<file path="src/rtl/mux_select_sequencer.sv">
// Drives the select code of a 9-to-1 bit mux: latches a word, steps select 1..9 with a
// programmable per-bit hold, and parks select at 0 between frames.
module mux_select_sequencer #(
  parameter int unsigned HOLD_W = 8
) (
  input  logic              clk,
  input  logic              rst,
  input  logic              start,
  input  logic              abort,
  input  logic              loop_en,
  input  logic [HOLD_W-1:0] hold_cycles,
  input  logic [8:0]        data_in,
  output logic [8:0]        data_latched,
  output logic [3:0]        select,
  output logic              busy,
  output logic              bit_strobe,
  output logic              done
);

  typedef enum logic [0:0] {StIdle, StRun} state_e;

  localparam logic [HOLD_W-1:0] CntOne  = HOLD_W'(1);
  localparam logic [3:0]        SelLast = 4'd9;

  state_e            state;
  logic [HOLD_W-1:0] hold_q;
  logic [HOLD_W-1:0] cnt;

  always_ff @(posedge clk) begin
    if (rst) begin
      state        <= StIdle;
      select       <= 4'd0;
      data_latched <= 9'd0;
      busy         <= 1'b0;
      done         <= 1'b0;
      hold_q       <= '0;
      cnt          <= '0;
    end else begin
      done <= 1'b0;
      unique case (state)
        StIdle: begin
          // abort outranks a simultaneous start
          if (start && !abort) begin
            data_latched <= data_in;
            hold_q       <= hold_cycles;
            cnt          <= hold_cycles;
            select       <= 4'd1;
            busy         <= 1'b1;
            state        <= StRun;
          end
        end
        StRun: begin
          if (abort) begin
            select <= 4'd0;
            busy   <= 1'b0;
            state  <= StIdle;
          end else if (cnt != '0) begin
            cnt <= cnt - CntOne;
          end else if (select < SelLast) begin
            select <= select + 4'd1;
            cnt    <= hold_q;
          end else if (loop_en) begin
            // wrap straight into the next frame with a freshly latched word
            data_latched <= data_in;
            hold_q       <= hold_cycles;
            cnt          <= hold_cycles;
            select       <= 4'd1;
          end else begin
            select <= 4'd0;
            busy   <= 1'b0;
            done   <= 1'b1;
            state  <= StIdle;
          end
        end
        default: state <= StIdle;
      endcase
    end
  end

  assign bit_strobe = (state == StRun) && (cnt == '0);

endmodule

</file>
<file path="config.mk">
export PLATFORM = sky130hd
export DESIGN_NAME = mux_select_sequencer
export DESIGN_NICKNAME = d
export VERILOG_FILES = /design/src/rtl/mux_select_sequencer.sv
export SDC_FILE = /design/constraint.sdc
export NUM_CORES = 1
export LEC_CHECK = 0
export BUFFER_PORTS_ARGS = -buffer_cell sky130_fd_sc_hd__buf_2
export CELL_PAD_IN_SITES_DETAIL_PLACEMENT = 2
export CELL_PAD_IN_SITES_GLOBAL_PLACEMENT = 2
export CORE_ASPECT_RATIO = 1.4
export CORE_UTILIZATION = 33
export DETAILED_ROUTE_END_ITERATION = 7
export GPL_ROUTABILITY_DRIVEN = 0
export PLACE_DENSITY_LB_ADDON = 0.1
export RECOVER_POWER = 25
export SLEW_MARGIN = 20
export SYNTH_ARGS = -nofsm -noshare
export SYNTH_HDL_FRONTEND = slang
export SYNTH_SLANG_ARGS = --single-unit
export TNS_END_PERCENT = 20
</file>
<file path="constraint.sdc">
create_clock -name clk -period 4.4 [get_ports clk]
set_clock_uncertainty 0.2 [all_clocks]
set_input_delay 0.22 -clock clk [delete_from_list [all_inputs] [get_ports clk]]
set_output_delay 0.22 -clock clk [all_outputs]
set_load 0.1 [all_outputs]
</file>
==> results.toml, run 1 <==
[outcome]
status = "completed"

[critical_path]
worstReg2RegStart = "select[0]$_SDFFE_PP0P_"
worstPathRequired_ns = 3.98
reg2reg_slack_ns = 1.76
end_kind = "primary output"
cp_top_family = "simple AND/OR/NAND/NOR gates"
critPathLaunchType = "register"
reg2reg_to = "data_latched[6]$_SDFFE_PP0P_"
crit_slowest_cell = "buf_2"
reg2reg_depth = 7
criticalPathCategory = "reg2out"
crit_chain = "inv_1 -> ha_1 -> nor3b_2 -> nand3_1 -> inv_1 -> buf_2"
crit_fanout = 8
cpMostUsedCell = "inv_1"
cp_num_buf_inv = 3
slowest_delay_ns = 0.43
arrival_ns = 2.26

[sta]
slew_violations = 0
fmax_mhz = 373
finalCritPeriodShare = 0.610
worstMarginPinSlew_ns = 1.19
tns_ns = 0
final.min_clock_period_ns = 2.68
rsz0062_at_grt = "no"
setup_viol = 0
finalHoldViolations = 0
holdWs_ns = 0.00864
relSlewSlack = 0.210

[grt]
grt_pass1_wl_um = 9280
grt_util_all_layers = 0.217
antenna_found_initial = 0
first_global_vias = 1893
gr-total-overflow = 0
grt_max_degree = 31

[die]
start_util = 0.349
dieArea_um2 = 5490
row_count = 30
coreArea_um2 = 4920
ios = 38
die_width_um = 62.9
die_y_um = 87.3

[power_and_ir_drop]
ir_worst_vdd_mv = 0.170
power.density_nw_per_um2 = 358
p_leak_nw = 0.815
p_total_uw = 748

[min_path]
hold-path-cell-count = 3
timing.hold.worst_endpoint = "hold_q[1]$_SDFFE_PP0P_"
min_from = "hold_cycles[1]"
hold_path.class = "in2reg"

[final_layout]
diodes = 0
utilization = 0.425
layout.nets = 274
finish.instance_area_um2 = 2090
drive_above_1_share = 0.177
syn_to_final_growth_pct = 21.8

[synthesis]
synth_top_area_frac = 0.373
synth_seq_area_share = 0.373
synth_cells = 206
syn_area_um2 = 1720
yosys_register_bits = 32
synth_edf_count = 0
synth.most_common_cell = "nand2_1"
synth_common_cells = "43 x nand2_1, 32 x dfxtp_1, 25 x a21oi_1"
synth_area_per_cell_um2 = 8.33
synth-compound-area-share = 0.265
ys_async_sr_fraction = 0
synth-simple-area-share = 0.233
dominantRegCellSynth = "dfxtp_1"
yosys_warnings = 0
synthMuxAreaShare = 0.0299
synth_area_leaders = "dfxtp_1 37%, nand2_1 9.4%, a21oi_1 7.3%, a211oi_1 3.5%, ha_1 2.9%"
synth_top_family_by_area = "compound AO/OA/AOI/OAI gates"
synth-adder-area-share = 0.0292
yosys.area.top_type = "dfxtp_1"
synth.distinct_cells = 54
synth_xor_area_frac = 0.0153
synth_nets = 232

[drt]
firstDrtPassIters = 4
route.detailed.drc = 0
drtAntennaViolNets = 0
drt-total-wl_um = 5400
via_count = 1698
first_iter_violations = 37
wl_per_cell_um = 17.3
vias_per_cell = 5.44

[cts]
cts_inserted_buffers = 5
cts-root-buf = "clkbuf_8"
htreeDepth = 2
post_cts_buffers = 0
clk_path_buf_depth = 2
path_clk_slew_ns = 0.07
postCtsResizedCells = 0
tritoncts = "yes"
hold_buffers = 9
clkSinkCount = 32
clock_latency_ns = 0.29

[placed_design]
port_buffers = 37
dp_hpwl_um = 3850
placed_cell_area_um2 = 1920

[flow_run]
drv_cap = 0
routing by layer:
layer	up-vias	part of all wire	track usage
met5	-	0	0
met4	0	0.017	0.0867
met3	11	0.031	0.0432
met2	35	0.52	0.398
met1	829	0.44	0.244
li1	823	-	-
registers in the layout, indices dropped and copies added, names as in the netlist:
signal        flops
select            4
hold_q            8
busy              1
state             1
data_latched      9
done              1
cnt               8
tightest hold or removal path: cells and delay by family:
| kind | cells | cell delay (ns) |
|---|---|---|
| buffers and inverters | 1 | 0.12 |
| AND/OR/NAND/NOR | 1 | 0.06 |
| AO/OA/AOI/OAI | 1 | 0.05 |
stage by stage:
stage          std cells  worst slack, ns
2_1_floorplan        206             1.62
3_3_place_gp         296             1.87
3_5_place_dp         296             1.75
4_1_cts              312             1.70
5_1_grt              312             1.51
6_report             312             1.72
cell families (layout without fill, tap and decap cells):
group	count (synthesis)	after routing
simple gates	81	81
compound gates	62	62
flops	32	32
buf+inv	19	61
mux	5	5
fa+ha+maj	4	4
xor+xnor	3	3
final cells by class:
class	instances	area, um^2
clock buffer	7	96.3
fill	602	2830
inverter	8	30.0
multi-input combinational	155	982
sequential	32	641
tap	64	80.1
timing repair buffer	46	260
layout by cell type, fill, tap and decap left out, drive strengths merged, types with 8 or more instances in the layout:
master,Yosys,layout
a21oi,25,25
clkbuf,7,19
dlygate4sd3,0,9
a211oi,8,8
buf,4,25
nand2,44,44
inv,8,8
dfxtp,32,32
nor2,13,13
worst max-delay path by stage:
| stage | from | endpoint | slack, ns | depth (start not counted) |
|---|---|---|---|---|
| global route | select[0]$_SDFFE_PP0P_ | data_latched[0]$_SDFFE_PP0P_ | 1.51 | 7 |
| floorplan | select[0]$_SDFFE_PP0P_ | cnt[7]$_SDFFE_PP0P_ | 1.62 | 8 |
| global placement | select[0]$_SDFFE_PP0P_ | hold_q[4]$_SDFFE_PP0P_ | 1.87 | 7 |
| detailed placement | select[0]$_SDFFE_PP0P_ | hold_q[6]$_SDFFE_PP0P_ | 1.75 | 7 |
| finish | cnt[0]$_SDFFE_PP0P_ | bit_strobe | 1.72 | 6 |
| CTS | cnt[0]$_SDFFE_PP0P_ | bit_strobe | 1.70 | 6 |
power by group:
part	internal (mW)	switching [mW]
registers	0.304	0.0161
clock network	0.139	0.114
logic	0.0547	0.119
total	0.499	0.249
No activity file was read; power rests on OpenSTA's default activity.
==> run 2, diff against run 1 <==
Settings changed: CORE_UTILIZATION 33 to 28.
Clock period 4.4 ns to 2.1 ns, I/O delays scaled along.
==> results.toml, run 2 (synthesis results as in run 1) <==
[cts]
htreeDepth = 2
cts_inserted_buffers = 5
clkSinkCount = 32
clock_latency_ns = 0.29
clk_path_buf_depth = 2
path_clk_slew_ns = 0.07
tritoncts = "yes"
cts-root-buf = "clkbuf_8"

[placed_design]
placed_cell_area_um2 = 2240
dp_hpwl_um = 4280
port_buffers = 37

[final_layout]
diodes = 0
layout_common_cells = "42 x nand2_1, 32 x buf_4, 31 x buf_2"
top_regs = "data_latched (9), cnt (8), hold_q (8)"
final_common_cell = "nand2_1"
layout.nets = 319
drive_above_1_share = 0.348
finish.instance_area_um2 = 2570
utilization = 0.439
syn_to_final_growth_pct = 50.0
regMostFlops = "data_latched"
largest_register_ffs = 9

[power_and_ir_drop]
p_total_mw = 1.64
ir_worst_vdd_mv = 0.338
power.density_nw_per_um2 = 636
p_leak_nw = 1.08

[critical_path]
crit_slowest_cell = "dfxtp_2"
end_kind = "primary output"
critPathLaunchType = "register"
worstPathRequired_ns = 1.79
arrival_ns = 1.86
crit_fanout = 5
crit_chain = "inv_2 -> ha_4 -> nor3b_4 -> nand3_1 -> buf_4 -> inv_1 -> buf_12"
reg2reg_depth = 8
slowest_delay_ns = 0.34
criticalPathCategory = "reg2out"

[min_path]
hold-path-cell-count = 3
hold_path.class = "in2reg"

[sta]
fmax_mhz = 462
slew_violations = 0
rsz0062_at_grt = "yes"
setup_viol = 9
finalCritPeriodShare = 1.03
holdWs_ns = 0.0141
final.min_clock_period_ns = 2.16
relSlewSlack = 0.219
worstMarginPinSlew_ns = 1.18
fin_ws_ns = -0.0633
finalHoldViolations = 0

[flow_run]
drv_cap = 0

[outcome]
violations = "negative setup slack"
status = "finished with violations"

[die]
die_y_um = 94.6
coreArea_um2 = 5860
row_count = 33
ios = 38
start_util = 0.293
dieArea_um2 = 6450
die_width_um = 68.2

[drt]
first_iter_violations = 61
drtAntennaViolNets = 0
firstDrtPassIters = 4
wl_per_cell_um = 17.5
via_count = 1890
drt-total-wl_um = 6340
route.detailed.drc = 0
vias_per_cell = 5.21

[grt]
gr-total-overflow = 0
grt_max_degree = 31
grt_util_all_layers = 0.207
antenna_found_initial = 0
first_global_vias = 1985
grt_pass1_wl_um = 9760
[run 2: final timing paths]
check	start	endpoint	slack, ns
setup reg to reg	cnt[1]$_SDFFE_PP0P_	cnt[7]$_SDFFE_PP0P_	-0.06
hold / removal	loop_en	done$_SDFF_PP0_	0.01
setup / recovery	cnt[1]$_SDFFE_PP0P_	bit_strobe	-0.06
hold reg to reg	data_latched[4]$_SDFFE_PP0P_	data_latched[4]$_SDFFE_PP0P_	0.25
[run 2: routing by layer]
layer	vias up	track usage	share of wire
met5	-	0	0
met4	0	0.0677	0.013
met3	8	0.0302	0.022
met2	33	0.401	0.56
met1	938	0.216	0.41
li1	911	-	-
[run 2: metrics by stage]
step | cells | TNS [ns] | setup WS (ns)
floorplan | 206 | -0.0203 | -0.0203
global placement | 331 | -0.0545 | -0.0217
detailed placement | 331 | -0.391 | -0.0970
CTS | 360 | -0.178 | -0.0529
global route | 363 | -2.51 | -0.168
finish | 363 | -0.214 | -0.0633
[run 2: power breakdown]
group	switching (mW)	internal, mW
registers	0.0261	0.636
logic	0.300	0.215
clock network	0.233	0.225
[run 2: repair_timing]
action / in CTS / in global routing
pin swaps: 1 / 4
endpoints found under the hold margin: 21 / 0
setup buffers: 4 / 3
resized for setup: 2 / 10
hold buffers: 18 / 0
setup endpoints to repair: 9 / 26
[run 2: critical path: cells and delay by family (launching register included)]
family / cells / cell delay [ns]
adders and majority gates: 1 / 0.14
buffers and inverters: 4 / 0.57
DFF: 1 / 0.34
and+or+nand+nor: 2 / 0.52
[run 2: final cells by class]
type / instances / area, um^2
inverter: 8 / 30.0
timing repair buffer: 91 / 669
fill: 680 / 3290
sequential: 32 / 656
tap: 70 / 87.6
clock buffer: 6 / 72.6
multi-input combinational: 155 / 1050
clock inverter: 1 / 5.00
==> run 3, diff against run 2 <==
Settings changed: PLACE_DENSITY from default to 0.74, PLACE_DENSITY_LB_ADDON 0.1 to default.
==> results.toml, run 3 (synthesis results as in run 1) <==
[final_layout]
syn_to_final_growth_pct = 58.8
largest_register_ffs = 9
final_common_cell = "nand2_1"
top_regs = "data_latched (9), cnt (8), hold_q (8)"
fin_cells = 363
layout_common_cells = "33 x nand2_1, 29 x buf_2, 29 x buf_4"
layout.nets = 318
regMostFlops = "data_latched"
drive_above_1_share = 0.423
finish.instance_area_um2 = 2720
diodes = 0
utilization = 0.465

[power_and_ir_drop]
p_switching_uw = 625
clockPowerShare = 0.295
p_leak_nw = 1.11
p_int_mw = 1.14
power.density_nw_per_um2 = 647
ir_worst_vdd_mv = 0.310
p_comb_frac = 0.326
p_total_mw = 1.76
switching_share = 0.355
pwr-share-seq = 0.379

[critical_path]
criticalPathCategory = "reg2reg"
reg2reg_depth = 7
worstPathRequired_ns = 2.05
reg2reg_slack_ns = -0.04
crit_chain = "inv_2 -> ha_4 -> nor3b_4 -> nand2_4 -> o41a_4 -> nor2_1 -> a311oi_1"
crit_fanout = 6
critPathLaunchType = "register"
slowest_delay_ns = 0.50
worstReg2RegStart = "cnt[1]$_SDFFE_PP0P_"
crit_slowest_cell = "o41a_4"
reg2reg_to = "cnt[5]$_SDFFE_PP0P_"
arrival_ns = 2.09
end_kind = "register"

[sta]
tns_ns = -0.233
fmax_mhz = 467
fin_ws_ns = -0.0412
holdWs_ns = 0.0699
worstMarginPinSlew_ns = 1.18
relSlewSlack = 0.215
slew_violations = 0
rsz0062_at_grt = "yes"
final.min_clock_period_ns = 2.14
finalCritPeriodShare = 1.02
finalHoldViolations = 0
setup_viol = 15

[min_path]
min_from = "loop_en"
hold_path.class = "in2reg"
timing.hold.worst_endpoint = "done$_SDFF_PP0_"
hold-path-cell-count = 3

[placed_design]
placed_cell_area_um2 = 2190
dp_hpwl_um = 4290
port_buffers = 37
dp_cells = 326
pre_cts_ws_ns = -0.130

[grt]
grt_max_degree = 31
antenna_found_initial = 0
first_global_vias = 2009
gr-total-overflow = 0
grt_pass1_wl_um = 10500
grt_util_all_layers = 0.226

[drt]
via_count = 1960
vias_per_cell = 5.40
drtAntennaViolNets = 0
first_iter_violations = 68
drt-total-wl_um = 7810
wl_per_cell_um = 21.5
firstDrtPassIters = 4
route.detailed.drc = 0

[die]
die_y_um = 94.6
row_count = 33
ios = 38
dieArea_um2 = 6450
coreArea_um2 = 5860
start_util = 0.293
die_width_um = 68.2

[outcome]
status = "finished with violations"
violations = "negative setup slack"

[cts]
htreeDepth = 2
path_clk_slew_ns = 0.08
clk_path_buf_depth = 2
clock_latency_ns = 0.30
cts_inserted_buffers = 5
cts-root-buf = "clkbuf_8"
tritoncts = "yes"
clkSinkCount = 32

[flow_run]
drv_cap = 0
run 3: what timing repair did:
item / CTS / global route
pin swaps: 3 / 19
gates resized for setup: 7 / 31
hold buffers: 18 / 0
endpoints found under the hold margin: 20 / 0
buffers inserted: 3 / 5
gates cloned: 1 / 2
endpoints found under the setup margin: 9 / 27
run 3: final cells by class:
| cell class | count | area (um^2) |
|---|---|---|
| Clock buffer | 8 | 90.1 |
| Timing Repair Buffer | 89 | 691 |
| Multi-Input combinational cell | 156 | 1170 |
| Sequential cell | 32 | 656 |
| Inverter | 8 | 30.0 |
| Tap cell | 70 | 87.6 |
| Fill cell | 652 | 3140 |
run 3: how the worst max path moves through the flow:
stage	start	end	cells past startpoint
finish	cnt[1]$_SDFFE_PP0P_	cnt[5]$_SDFFE_PP0P_	7
global route	cnt[1]$_SDFFE_PP0P_	cnt[4]$_SDFFE_PP0P_	7
CTS	cnt[0]$_SDFFE_PP0P_	cnt[1]$_SDFFE_PP0P_	7
detailed placement	cnt[0]$_SDFFE_PP0P_	cnt[0]$_SDFFE_PP0P_	7
global placement	cnt[0]$_SDFFE_PP0P_	cnt[7]$_SDFFE_PP0P_	7
floorplan	select[1]$_SDFFE_PP0P_	cnt[7]$_SDFFE_PP0P_	8
run 3: critical path, delay by kind of cell (launching register included):
kind | cells | cell delay, ns
buffers and inverters | 1 | 0.08
and+or+nand+nor | 3 | 0.64
AOI/OAI and AO/OA | 2 | 0.60
adders and majority gates | 1 | 0.14
DFF | 1 | 0.34
run 3: power by group through the flow:
stage	combinational [mW]	clock, mW	sequential [mW]
5_1_grt	0.603	0.555	0.670
3_5_place_dp	0.436	0	0.677
4_1_cts	0.495	0.518	0.663
2_1_floorplan	0.204	0	0.754
6_report	0.575	0.520	0.667
3_3_place_gp	0.427	0	0.675
run 3: per-layer routing:
metal	up-vias	wire, um	GRT usage	share of wire
met5	-	0	0	0
met4	0	241	0.0920	0.031
met3	16	187	0.0362	0.024
met2	45	4250	0.413	0.54
met1	983	3130	0.248	0.40
li1	916	-	-	-
